`config.mk`:
```
export PLATFORM = sky130hd
export DESIGN_NAME = jtag_scan_master
export DESIGN_NICKNAME = d
export VERILOG_FILES = /design/src/rtl/jtag_scan_master.sv
export SDC_FILE = /design/constraint.sdc
export NUM_CORES = 1
export LEC_CHECK = 0
export ABC_AREA = 1
export ABC_CLOCK_PERIOD_IN_PS = 4300
export BUFFER_PORTS_ARGS = -buffer_cell sky130_fd_sc_hd__buf_2
export CORE_ASPECT_RATIO = 1.1
export CORE_MARGIN = 5
export CORE_UTILIZATION = 62
export CTS_BUF_LIST = sky130_fd_sc_hd__clkbuf_16
export CTS_CLUSTER_SIZE = 28
export DETAILED_ROUTE_END_ITERATION = 16
export HOLD_SLACK_MARGIN = 0.08
export PLACE_DENSITY = 0.84
export SLEW_MARGIN = 40
export SYNTH_ARGS = -nofsm -noshare
export SYNTH_HDL_FRONTEND = slang
export SYNTH_SLANG_ARGS = --single-unit
```
`constraint.sdc`:
```
create_clock -name TCLK -period 4.3 [get_ports TCLK]
set_input_delay 0.43 -clock TCLK [delete_from_list [all_inputs] [get_ports TCLK]]
set_output_delay 0.43 -clock TCLK [all_outputs]
set_load 0.01 [all_outputs]
```
`src/rtl/jtag_scan_master.sv`:
```
// jtag_scan_master: turns one IR/DR scan command into a registered TMS/TDI stream and captures TDO.
module jtag_scan_master #(
  parameter int DR_MAX = 64,
  parameter int IR_LEN = 2,
  parameter int LEN_W  = 7
) (
  input  logic              TCLK,
  input  logic              TRST,
  input  logic              cmd_valid,
  output logic              cmd_ready,
  input  logic              cmd_ir,
  input  logic [LEN_W-1:0]  cmd_len,
  input  logic [DR_MAX-1:0] cmd_data,
  output logic              rsp_valid,
  output logic [DR_MAX-1:0] rsp_data,
  output logic              rsp_err,
  output logic              TMS,
  output logic              TDI,
  input  logic              TDO
);
  localparam int IW = $clog2(DR_MAX);
  typedef enum logic [2:0] {RST_SEQ, IDLE, PRE, SHIFT, POST, RESP} state_t;
  state_t state, state_nx;
  logic [LEN_W-1:0] cnt, cnt_nx, len;
  logic [IW-1:0] cap_idx;
  logic [DR_MAX-1:0] sr, cap;
  logic ir, err, cap_en, accept, bad_len, last, tms_nx;
  assign accept = cmd_valid && cmd_ready;
  assign bad_len = !cmd_ir && (cmd_len == '0 || cmd_len > LEN_W'(DR_MAX));
  assign last = cnt == len - LEN_W'(1);
  // Pin values are a registered image of the current state, so every pin lags the FSM by one cycle.
  assign tms_nx = state == RST_SEQ ? cnt != LEN_W'(4)
                : state == PRE     ? cnt < (ir ? LEN_W'(2) : LEN_W'(1))
                : state == SHIFT   ? last
                : state == POST    ? cnt == '0 : 1'b0;
  always_comb begin
    state_nx = state;
    cnt_nx = cnt + LEN_W'(1);
    case (state)
      RST_SEQ: if (cnt == LEN_W'(4)) begin state_nx = IDLE; cnt_nx = '0; end
      IDLE: begin
        cnt_nx = '0;
        if (accept) state_nx = bad_len ? RESP : PRE;
      end
      PRE: if (cnt == (ir ? LEN_W'(3) : LEN_W'(2))) begin state_nx = SHIFT; cnt_nx = '0; end
      SHIFT: if (last) begin state_nx = POST; cnt_nx = '0; end
      POST: if (cnt == LEN_W'(1)) begin state_nx = RESP; cnt_nx = '0; end
      default: begin state_nx = IDLE; cnt_nx = '0; end
    endcase
  end
  always_ff @(posedge TCLK or negedge TRST) begin
    if (!TRST) begin
      state <= RST_SEQ;
      cnt <= '0;
      len <= '0;
      ir <= 1'b0;
      err <= 1'b0;
      sr <= '0;
      cap <= '0;
      cap_en <= 1'b0;
      cap_idx <= '0;
      TMS <= 1'b1;
      TDI <= 1'b0;
      cmd_ready <= 1'b0;
      rsp_valid <= 1'b0;
      rsp_err <= 1'b0;
      rsp_data <= '0;
    end else begin
      state <= state_nx;
      cnt <= cnt_nx;
      TMS <= tms_nx;
      TDI <= state == SHIFT && sr[0];
      cmd_ready <= state == IDLE && !accept;
      rsp_valid <= state == RESP;
      rsp_err <= state == RESP && err;
      // TDO for a bit is valid at the edge that consumes it, one cycle after it was driven
      cap_en <= state == SHIFT;
      cap_idx <= cnt[IW-1:0];
      if (cap_en) cap[cap_idx] <= TDO;
      if (state == SHIFT) sr <= sr >> 1;
      if (state == RESP) rsp_data <= cap;
      if (accept) begin
        ir <= cmd_ir;
        len <= cmd_ir ? LEN_W'(IR_LEN) : cmd_len;
        err <= bad_len;
        sr <= cmd_data;
        cap <= '0;
      end
    end
  end
endmodule

```
* Word level (Yosys, flattened, before mapping)
Index checks and enable logic that the tools add are counted.
** Cells by class
- Reduce and logical (&&, ||, !) cells :: 15
- $add $sub $neg :: 2
- Mux-type cells :: 26
- Magnitude comparators :: 4
- Eq/ne operators :: 15
** Operator list (count)
- two-way mux 64 bit :: 4
- bitwise mux 64 bit :: 1
- two-way mux 7 bit :: 5
- case mux 7 bit (4 select lines) :: 1
- two-way mux 3 bit :: 6
- case mux 3 bit (5 select lines) :: 1
- zero test 7 bit :: 2
- adder 7 x 1 -> 7 bit, second input constant :: 1
- == test 7 x 1 -> 1 bit, second input constant :: 1
- == test 7 x 2 -> 1 bit :: 1
- == test 7 x 3 -> 1 bit, second input constant :: 1
- == test 7 bit :: 1
- greater-than comparator 7 bit, second input constant :: 1
- < comparator 6 x 7 -> 1 bit, second input constant :: 1
- < comparator 7 x 2 -> 1 bit :: 1
- != test 7 x 3 -> 1 bit, second input constant :: 1
- subtractor 7 x 1 -> 7 bit, second input constant :: 1
- demux 1 bit (select 6 bit) :: 1
- == test 3 x 2 -> 1 bit, second input constant :: 2
- == test 3 bit, second input constant :: 2
- greater-or-equal comparator 6 x 1 -> 1 bit, second input constant :: 1
- logical AND 1 bit :: 6
- two-way mux 1 bit :: 6
- != test 2 x 1 -> 1 bit, second input constant :: 3
- 8 further kinds :: 11
** Word-level totals
- Register bits after elaboration :: 223
- Logic and storage cells :: 77
- Input bits :: 76

* Longest topological paths before layout
Gate-level depths: netlist of the first run.
- Depth in word-level cells :: 7
- Gate-level depth with buffers :: 12
- Gate-level depth less buffers :: 12

* Worst setup path before layout of the first run
Ideal clock, no wire load.
- Path kind :: register -> register
- Start point :: register len[0]
- End point :: register cnt[0]
- Buffers on the path :: 0
- Data arrival time :: 1.495 ns
- Stages on the path, launching flop included :: 13
- Period minus slack after synthesis :: 1.619 ns
- Slack :: 2.681 ns
- Cells stage by stage :: dfrtp_1 > inv_1 > ha_1 > inv_1 > nand2_1 > nand2_1 > nand2_1 > nor2_1 > nand3_1 > o21bai_2 > nand2_1 > inv_2 > nor2_1
** Between the ends
- Cells in the longest elaborated chain, start to end :: 4
** Ends and longest elaborated chain
- from (decl) :: line 24 : logic [LEN_W-1:0] cnt, cnt_nx, len;
- from (signal assigned) :: line 84 : len <= cmd_ir ? LEN_W'(IR_LEN) : cmd_len;
- subtractor 7 x 1 -> 7 bit :: line 30 : assign last = cnt == len - LEN_W'(1);
- == test 7 bit :: line 30
- two-way mux 7 bit :: line 46 : SHIFT: if (last) begin state_nx = POST; cnt_nx = '0; end
- case mux 7 bit (4 select lines) :: line 39 : case (state)
- via cnt_nx[0] :: line 24
- to (signal assigned) :: line 70 : cnt <= cnt_nx;
- to (decl) :: line 24
The timed path passes the listed nets, and every way through them passes these cells.
A chain may end at the register's enable or synchronous reset.

* Final worst setup path of the first run
- Start point :: register cmd_ready
- End point :: register sr[12]
** Between the ends
- Cells in the longest elaborated chain, start to end :: 2
- Elaborated cells between the ends (all ways) :: 3
- Those cells by class :: 1 x mux; 2 x reduce/logical
** Ends and longest elaborated chain
- from (decl) :: line 10 : output logic cmd_ready,
- from (signal assigned) :: line 73 : cmd_ready <= state == IDLE && !accept;
- logical AND 1 bit (*) :: line 28 : assign accept = cmd_valid && cmd_ready;
- two-way mux 64 bit / nonzero test 2 bit (equally long branches)
- to (signal assigned) :: line 80 : if (state == SHIFT) sr <= sr >> 1;
- to (signal assigned) :: line 86 : sr <= cmd_data;
- to (decl) :: line 26 : logic [DR_MAX-1:0] sr, cap;
Every way passes the cells marked *; elsewhere a longest branch is shown, timed or not.

==> impl_metrics.py, run 1 <==
metrics = {
    "worst_hold_path": {
        "worstHoldStart": "cmd_data[11]",
        "hold_end": "sr[11]$_DFFE_PN0P_",
        "min_path_cells": 3,
        "hold_class": "input pin to register",
    },
    "power": {
        "finalPower_w": 0.00666,
        "p_switching_w": 0.00224,
        "clockPowerShare_pct": 27.8,
        "peakVddDrop_uv": 432,
        "sequentialPowerShare_pct": 44.5,
        "cellLeakagePower_nw": 6.04,
        "power.density_mw_per_mm2": 584,
        "p_int_w": 0.00443,
        "pwr-share-comb_pct": 27.8,
        "switching_share_pct": 33.6,
    },
    "floorplanning": {
        "start_util_pct": 63.0,
        "rows": 48,
        "die-width_um": 130,
        "fp.coreArea_mm2": 0.0156,
        "die_area_mm2": 0.0185,
        "io_pins": 145,
        "dieHeight_um": 142,
    },
    "clock_network": {
        "clkLatencyLatePin_ps": 500,
        "htreeDepth": 1,
        "clkSinkCount": 223,
        "cts.path.max_buffers": 3,
        "cts_tree": "yes",
        "path_clk_slew_ps": 60,
        "cts_inserted_buffers": 22,
        "root_buffer": "clkbuf_16",
    },
    "grt": {
        "grt_start_max_net_pins": 130,
        "antenna_found_initial": 0,
        "grt_pass1_wl_um": 36200,
        "gr-total-overflow": 0,
        "first_global_vias": 7447,
        "grt.total_usage_pct": 23.8,
    },
    "sta": {
        "worst_slack_ps": 2020,
        "hold_viol_final": 0,
        "tightest_slew_ps": 782,
        "relSlewSlack_pct": 47.9,
        "skew_ps": 7.60,
        "setup-tns-final_ps": 0,
        "period_needed_ps": 2280,
        "setup_viol": 0,
        "rsz0062_at_grt": "false",
        "fmax_mhz": 440,
        "slew_violations": 0,
        "timing.final.crit_share_pct": 52.9,
    },
    "detailed_routing": {
        "wire_per_inst_um": 14.8,
        "drc": 0,
        "viasPerCell": 5.37,
        "dr_total_vias": 7889,
        "drt-initial-drc-count": 665,
        "wl_um": 21700,
        "ant_nets": 0,
        "firstDrtPassIters": 5,
    },
    "setup_path": {
        "worstSetupPathType": "register to register",
        "critPathCaptureType": "register",
        "reg2reg_depth": 6,
        "startpoint_type": "register",
        "regToRegSetupSlack_ps": 2020,
        "crit_path_max_fanout": 67,
        "r2r_start": "cmd_ready$_DFF_PN0_",
        "worstPathArrival_ps": 2610,
        "required_ps": 4640,
        "crit_chain": "nand2_2, clkinv_2, buf_4, nor2_1, inv_4, o221ai_1",
        "crit_path_max_incr_delay_ps": 520,
        "crit_slowest_cell": "buf_4",
        "r2r_end": "sr[12]$_DFFE_PN0P_",
    },
    "placed_design": {
        "gp_congestion": 0.878,
        "dp_slack_ps": 1910,
        "hpwl_um": 14300,
        "port_buffers": 144,
        "dp.cells": 1430,
    },
    "synth": {
        "synth_top_family_by_area": "compound AO/OA/AOI/OAI gates",
        "synth_compound_area_share_pct": 16.6,
        "synth_top_area_share_pct": 56.5,
        "synth_edf_count": 0,
        "yosysTopAreaCell": "dfrtp_1",
        "synth_area_leaders": "dfrtp_1, nand2_1, inv_1",
        "avgSynthCellArea_um2": 8.72,
        "syn_area_mm2": 0.00984,
        "ys_seq_area_share_pct": 56.7,
        "synth_nets": 1210,
        "synth_fa_ha_area_share_pct": 0.763,
        "synth_cell_types": 34,
        "yosys_warnings": 0,
        "synthArstFlopShare_pct": 100,
        "synth_mux_area_share_pct": 0,
        "netlist_instances": 1128,
        "synth_simple_gate_area_share_pct": 13.9,
        "synth_ff_type": "dfrtp_1",
        "ys_ff_latch": 223,
        "synth_xor_area_share_pct": 0.534,
    },
    "layout": {
        "layout-drive-gt1-share_pct": 15.8,
        "layout_common_cells": "nand2_1, inv_1, dfrtp_1",
        "fillers": 1172,
        "fin_cells": 1469,
        "final_common_cell": "nand2_1",
        "diodes": 0,
        "utilization_pct": 73.1,
        "finish.net_count": 1337,
        "synthToLayoutAreaGrowth_pct": 16.0,
    },
    "status": {
        "status": "finished clean",
    },
    "run": {
        "cap_violations": 0,
    },
}
-- cell families (layout without fill, tap and decap cells) --
logic type / after synthesis / after routing
buf+inv: 292 / 433
fa+ha+maj: 6 / 6
xor+xnor: 6 / 6
compound gates: 276 / 276
simple gates: 325 / 325
flops: 223 / 223
-- through the flow --
| stage | hold slack (ps) | cell area, um^2 |
|---|---|---|
| after CTS | 125 | 11400 |
| after global placement | 461 | 10700 |
| after global routing | 126 | 11400 |
| after detailed placement | 357 | 10700 |
| final | 139 | 11400 |
| after floorplan | 134 | 9840 |
-- registers in the layout, summed over array words and instances, names as in the netlist, 3 cells and up --
register	flops
state	3
cap_idx	6
cap	64
len	7
cnt	7
sr	64
rsp_data	64
-- repair_timing --
action,4_1_cts,5_1_grt
resized for setup,0,0
buffers inserted,0,0
hold buffers,1,0
hold endpoints to repair,46,0
-- worst max-delay path by stage --
stage                                   start            endpoint
after floorplan            len[0]$_DFFE_PN0P_    cnt[0]$_DFF_PN0_
after global routing      cmd_ready$_DFF_PN0_  sr[12]$_DFFE_PN0P_
after CTS                 cmd_ready$_DFF_PN0_  sr[12]$_DFFE_PN0P_
after detailed placement            cmd_valid  sr[10]$_DFFE_PN0P_
final                     cmd_ready$_DFF_PN0_  sr[12]$_DFFE_PN0P_
after global placement              cmd_valid  sr[11]$_DFFE_PN0P_
-- metal layers --
layer	vias to the layer above	share of wire, %	global-route usage, %	wire [um]
li1	3849	-	-	-
met1	3709	44	35.4	9450
met2	287	47	37.0	10200
met3	44	7.3	3.72	1580
met4	0	2.2	6.46	470
met5	-	0	0	0
-- power groups by stage --
stage               combinational (W)  clock, W  sequential (W)
finish                        0.00185   0.00185         0.00296
global route                  0.00212   0.00197         0.00302
CTS                           0.00186   0.00188         0.00296
global placement              0.00175         0         0.00296
floorplan                     0.00126         0         0.00299
detailed placement            0.00183         0         0.00299
-- Yosys cell counts, types with 2 or more instances --
master,count
nand3_1,16
clkbuf_2,2
xor2_1,3
o22ai_1,3
dfrtp_1,222
nor3_1,11
nor2_2,2
o21ai_1,23
nor2_1,30
nand2_1,250
a21oi_1,4
ha_1,6
inv_1,240
nor2_4,3
nor3_4,5
o221ai_1,61
clkbuf_1,27
buf_2,17
o21ai_0,179
a22oi_1,2
inv_2,4
nand4_1,4
xnor2_1,3
-- worst max-delay path: cells and delay by family, from the launching register on --
kind	cells	cell delay (ps)
compound gates	1	230
simple gates	2	370
buf+inv	3	1130
flops	1	360
-- final cells by class --
| cell class | count | area (um^2) | area share [%] |
|---|---|---|---|
| clock buffer | 23 | 576 | 5.04 |
| clock inverter | 15 | 116 | 1.02 |
| inverter | 244 | 920 | 8.06 |
| multi-input combinational | 613 | 3150 | 27.6 |
| sequential | 223 | 5580 | 48.9 |
| tap | 200 | 250 | 2.19 |
| timing repair buffer | 151 | 822 | 7.20 |
No activity file was read; power rests on OpenSTA's default activity.
==> run 2, diff against run 1 <==
--- a/config.mk
+++ b/config.mk
@@ -6,16 +6,16 @@
 export NUM_CORES = 1
 export LEC_CHECK = 0
 export ABC_AREA = 1
-export ABC_CLOCK_PERIOD_IN_PS = 4300
+export ABC_CLOCK_PERIOD_IN_PS = 2000
 export BUFFER_PORTS_ARGS = -buffer_cell sky130_fd_sc_hd__buf_2
 export CORE_ASPECT_RATIO = 1.1
 export CORE_MARGIN = 5
-export CORE_UTILIZATION = 62
+export CORE_UTILIZATION = 52
 export CTS_BUF_LIST = sky130_fd_sc_hd__clkbuf_16
 export CTS_CLUSTER_SIZE = 28
 export DETAILED_ROUTE_END_ITERATION = 16
 export HOLD_SLACK_MARGIN = 0.08
-export PLACE_DENSITY = 0.84
+export PLACE_DENSITY = 0.75
 export SLEW_MARGIN = 40
 export SYNTH_ARGS = -nofsm -noshare
 export SYNTH_HDL_FRONTEND = slang
==> constraint.sdc (replaced) <==
create_clock -name TCLK -period 2 [get_ports TCLK]
set_input_delay 0.2 -clock TCLK [delete_from_list [all_inputs] [get_ports TCLK]]
set_output_delay 0.2 -clock TCLK [all_outputs]
set_load 0.01 [all_outputs]
==> impl_metrics.py, run 2 (synthesis results as in run 1) <==
metrics = {
    "floorplanning": {
        "start_util_pct": 53.2,
        "rows": 52,
        "io_pins": 145,
        "die_area_mm2": 0.0218,
        "dieHeight_um": 154,
        "fp.coreArea_mm2": 0.0185,
        "die-width_um": 141,
    },
    "layout": {
        "finish.net_count": 1422,
        "multi_input_area_mm2": 0.00314,
        "regArea_mm2": 0.00558,
        "reg_top3": "cap (64), rsp_data (64), sr (64)",
        "layout_common_cells": "nand2_1, inv_1, dfrtp_1",
        "diodes": 0,
        "fillers": 1473,
        "layout-drive-gt1-share_pct": 15.6,
        "synthToLayoutAreaGrowth_pct": 25.3,
        "final_common_cell": "nand2_1",
        "fin_cells": 1596,
        "design_area_mm2": 0.0123,
    },
    "sta": {
        "fmax_mhz": 556,
        "rsz0062_at_grt": "false",
        "setup-tns-final_ps": 0,
        "tightest_slew_ps": 631,
        "setup_viol": 0,
        "hold_slack_ps": 126,
        "slew_violations": 0,
        "period_needed_ps": 1800,
        "relSlewSlack_pct": 57.9,
        "skew_ps": 8.56,
        "timing.final.crit_share_pct": 90.0,
        "hold_viol_final": 0,
    },
    "detailed_routing": {
        "drt-initial-drc-count": 660,
        "wire_per_inst_um": 15.3,
        "ant_nets": 0,
        "wl_um": 24400,
        "drc": 0,
        "firstDrtPassIters": 5,
        "viasPerCell": 5.15,
        "dr_total_vias": 8221,
    },
    "placed_design": {
        "dp.cells": 1483,
        "port_buffers": 144,
        "hpwl_um": 14500,
        "gp_congestion": 0.870,
        "postPlaceCellArea_mm2": 0.0109,
    },
    "grt": {
        "grt_pass1_wl_um": 40600,
        "grt_busiest_layer": "met2",
        "grt.total_usage_pct": 22.4,
        "first_global_vias": 8171,
        "antenna_found_initial": 0,
        "grtUsageMet1_pct": 31.0,
        "grt_start_max_net_pins": 129,
        "use_met2_pct": 36.8,
        "gr-total-overflow": 0,
        "met3_usage_pct": 3.58,
    },
    "clock_network": {
        "clkLatencyLatePin_ps": 500,
        "cts_tree": "yes",
        "root_buffer": "clkbuf_16",
        "path_clk_slew_ps": 60,
        "cts.path.max_buffers": 3,
        "clkSinkCount": 223,
        "htreeDepth": 1,
        "cts_inserted_buffers": 22,
    },
    "setup_path": {
        "crit_chain": "nand2_2, clkinv_2, nor2_1, inv_2, buf_12, o221ai_1",
        "startpoint_type": "register",
        "crit_slowest_cell": "dfrtp_1",
        "crit_path_max_fanout": 63,
        "critPathTopFamily": "buffers and inverters",
        "crit_path_max_incr_delay_ps": 390,
        "worstPathArrival_ps": 2180,
        "worstSetupPathType": "register to register",
        "required_ps": 2380,
        "crit_buf_inv": 3,
        "critPathCaptureType": "register",
    },
    "power": {
        "cellLeakagePower_nw": 6.40,
        "clockPowerShare_pct": 27.1,
        "power.density_mw_per_mm2": 1190,
        "p_int_w": 0.00975,
        "pwr-share-comb_pct": 29.8,
        "sequentialPowerShare_pct": 43.1,
        "switching_share_pct": 33.5,
        "p_switching_w": 0.00492,
        "peakVddDrop_uv": 947,
    },
    "worst_hold_path": {
        "hold_class": "input pin to register",
    },
    "run": {
        "cap_violations": 0,
    },
    "status": {
        "status": "finished clean",
    },
}
==> run 2: through the flow <==
stage	utilization [%]	setup WS [ps]	total power (W)
final	66.7	201	0.0147
after global routing	66.7	33.0	0.0157
after CTS	66.7	189	0.0147
after detailed placement	58.9	220	0.0105
after global placement	58.9	255	0.0104
after floorplan	-	381	0.00914
==> run 2: final timing paths <==
path / startpoint / endpoint / slack, ps / cells after the start
min in group asynchronous: TRST / rsp_data[43]$_DFFE_PN0P_ / 240 / 2
hold reg to reg: rsp_data[14]$_DFFE_PN0P_ / rsp_data[14]$_DFFE_PN0P_ / 480 / 2
setup reg to reg: cmd_ready$_DFF_PN0_ / sr[59]$_DFFE_PN0P_ / 200 / 6
setup / recovery: cmd_ready$_DFF_PN0_ / sr[59]$_DFFE_PN0P_ / 200 / 6
hold / removal: cmd_valid / ir$_DFFE_PN0P_ / 130 / 3
max in group asynchronous: TRST / cap[9]$_DFFE_PN0P_ / 1010 / 3
==> run 2: routing by layer <==
layer | share of wire [%] | routed length (um)
met5 | 0 | 0
met4 | 2.9 | 716
met3 | 6.3 | 1530
met2 | 48 | 11600
met1 | 43 | 10500
==> run 2: layout make-up <==
type | count | share of cell area [%]
flip-flops and latches | 223 | 45.3
multi-input cells | 613 | 25.4
repair buffers | 236 | 13.8
inverters | 244 | 7.45
clock buffers | 23 | 4.67
well taps | 243 | 2.47
clock inverters | 14 | 0.903
==> run 2: timing repair <==
item                       CTS  global route
resized for setup            0             1
hold endpoints to repair   141             0
setup endpoints to repair    0             4
buffers inserted             0             0
hold buffers                76             0
==> run 2: power groups by stage <==
stage / clock, W / sequential [W] / combinational (W)
2_1_floorplan: 0 / 0.00642 / 0.00272
3_3_place_gp: 0 / 0.00632 / 0.00404
3_5_place_dp: 0 / 0.00637 / 0.00415
4_1_cts: 0.00405 / 0.00631 / 0.00432
5_1_grt: 0.00424 / 0.00646 / 0.00496
6_report: 0.00398 / 0.00633 / 0.00437
==> run 2: worst register-to-register path, cell delays in order, from the launching register on <==
cell and delay, ps:
dfrtp_1 390, nand2_2 180, clkinv_2 320, nor2_1 280
inv_2 70, buf_12 180, o221ai_1 270
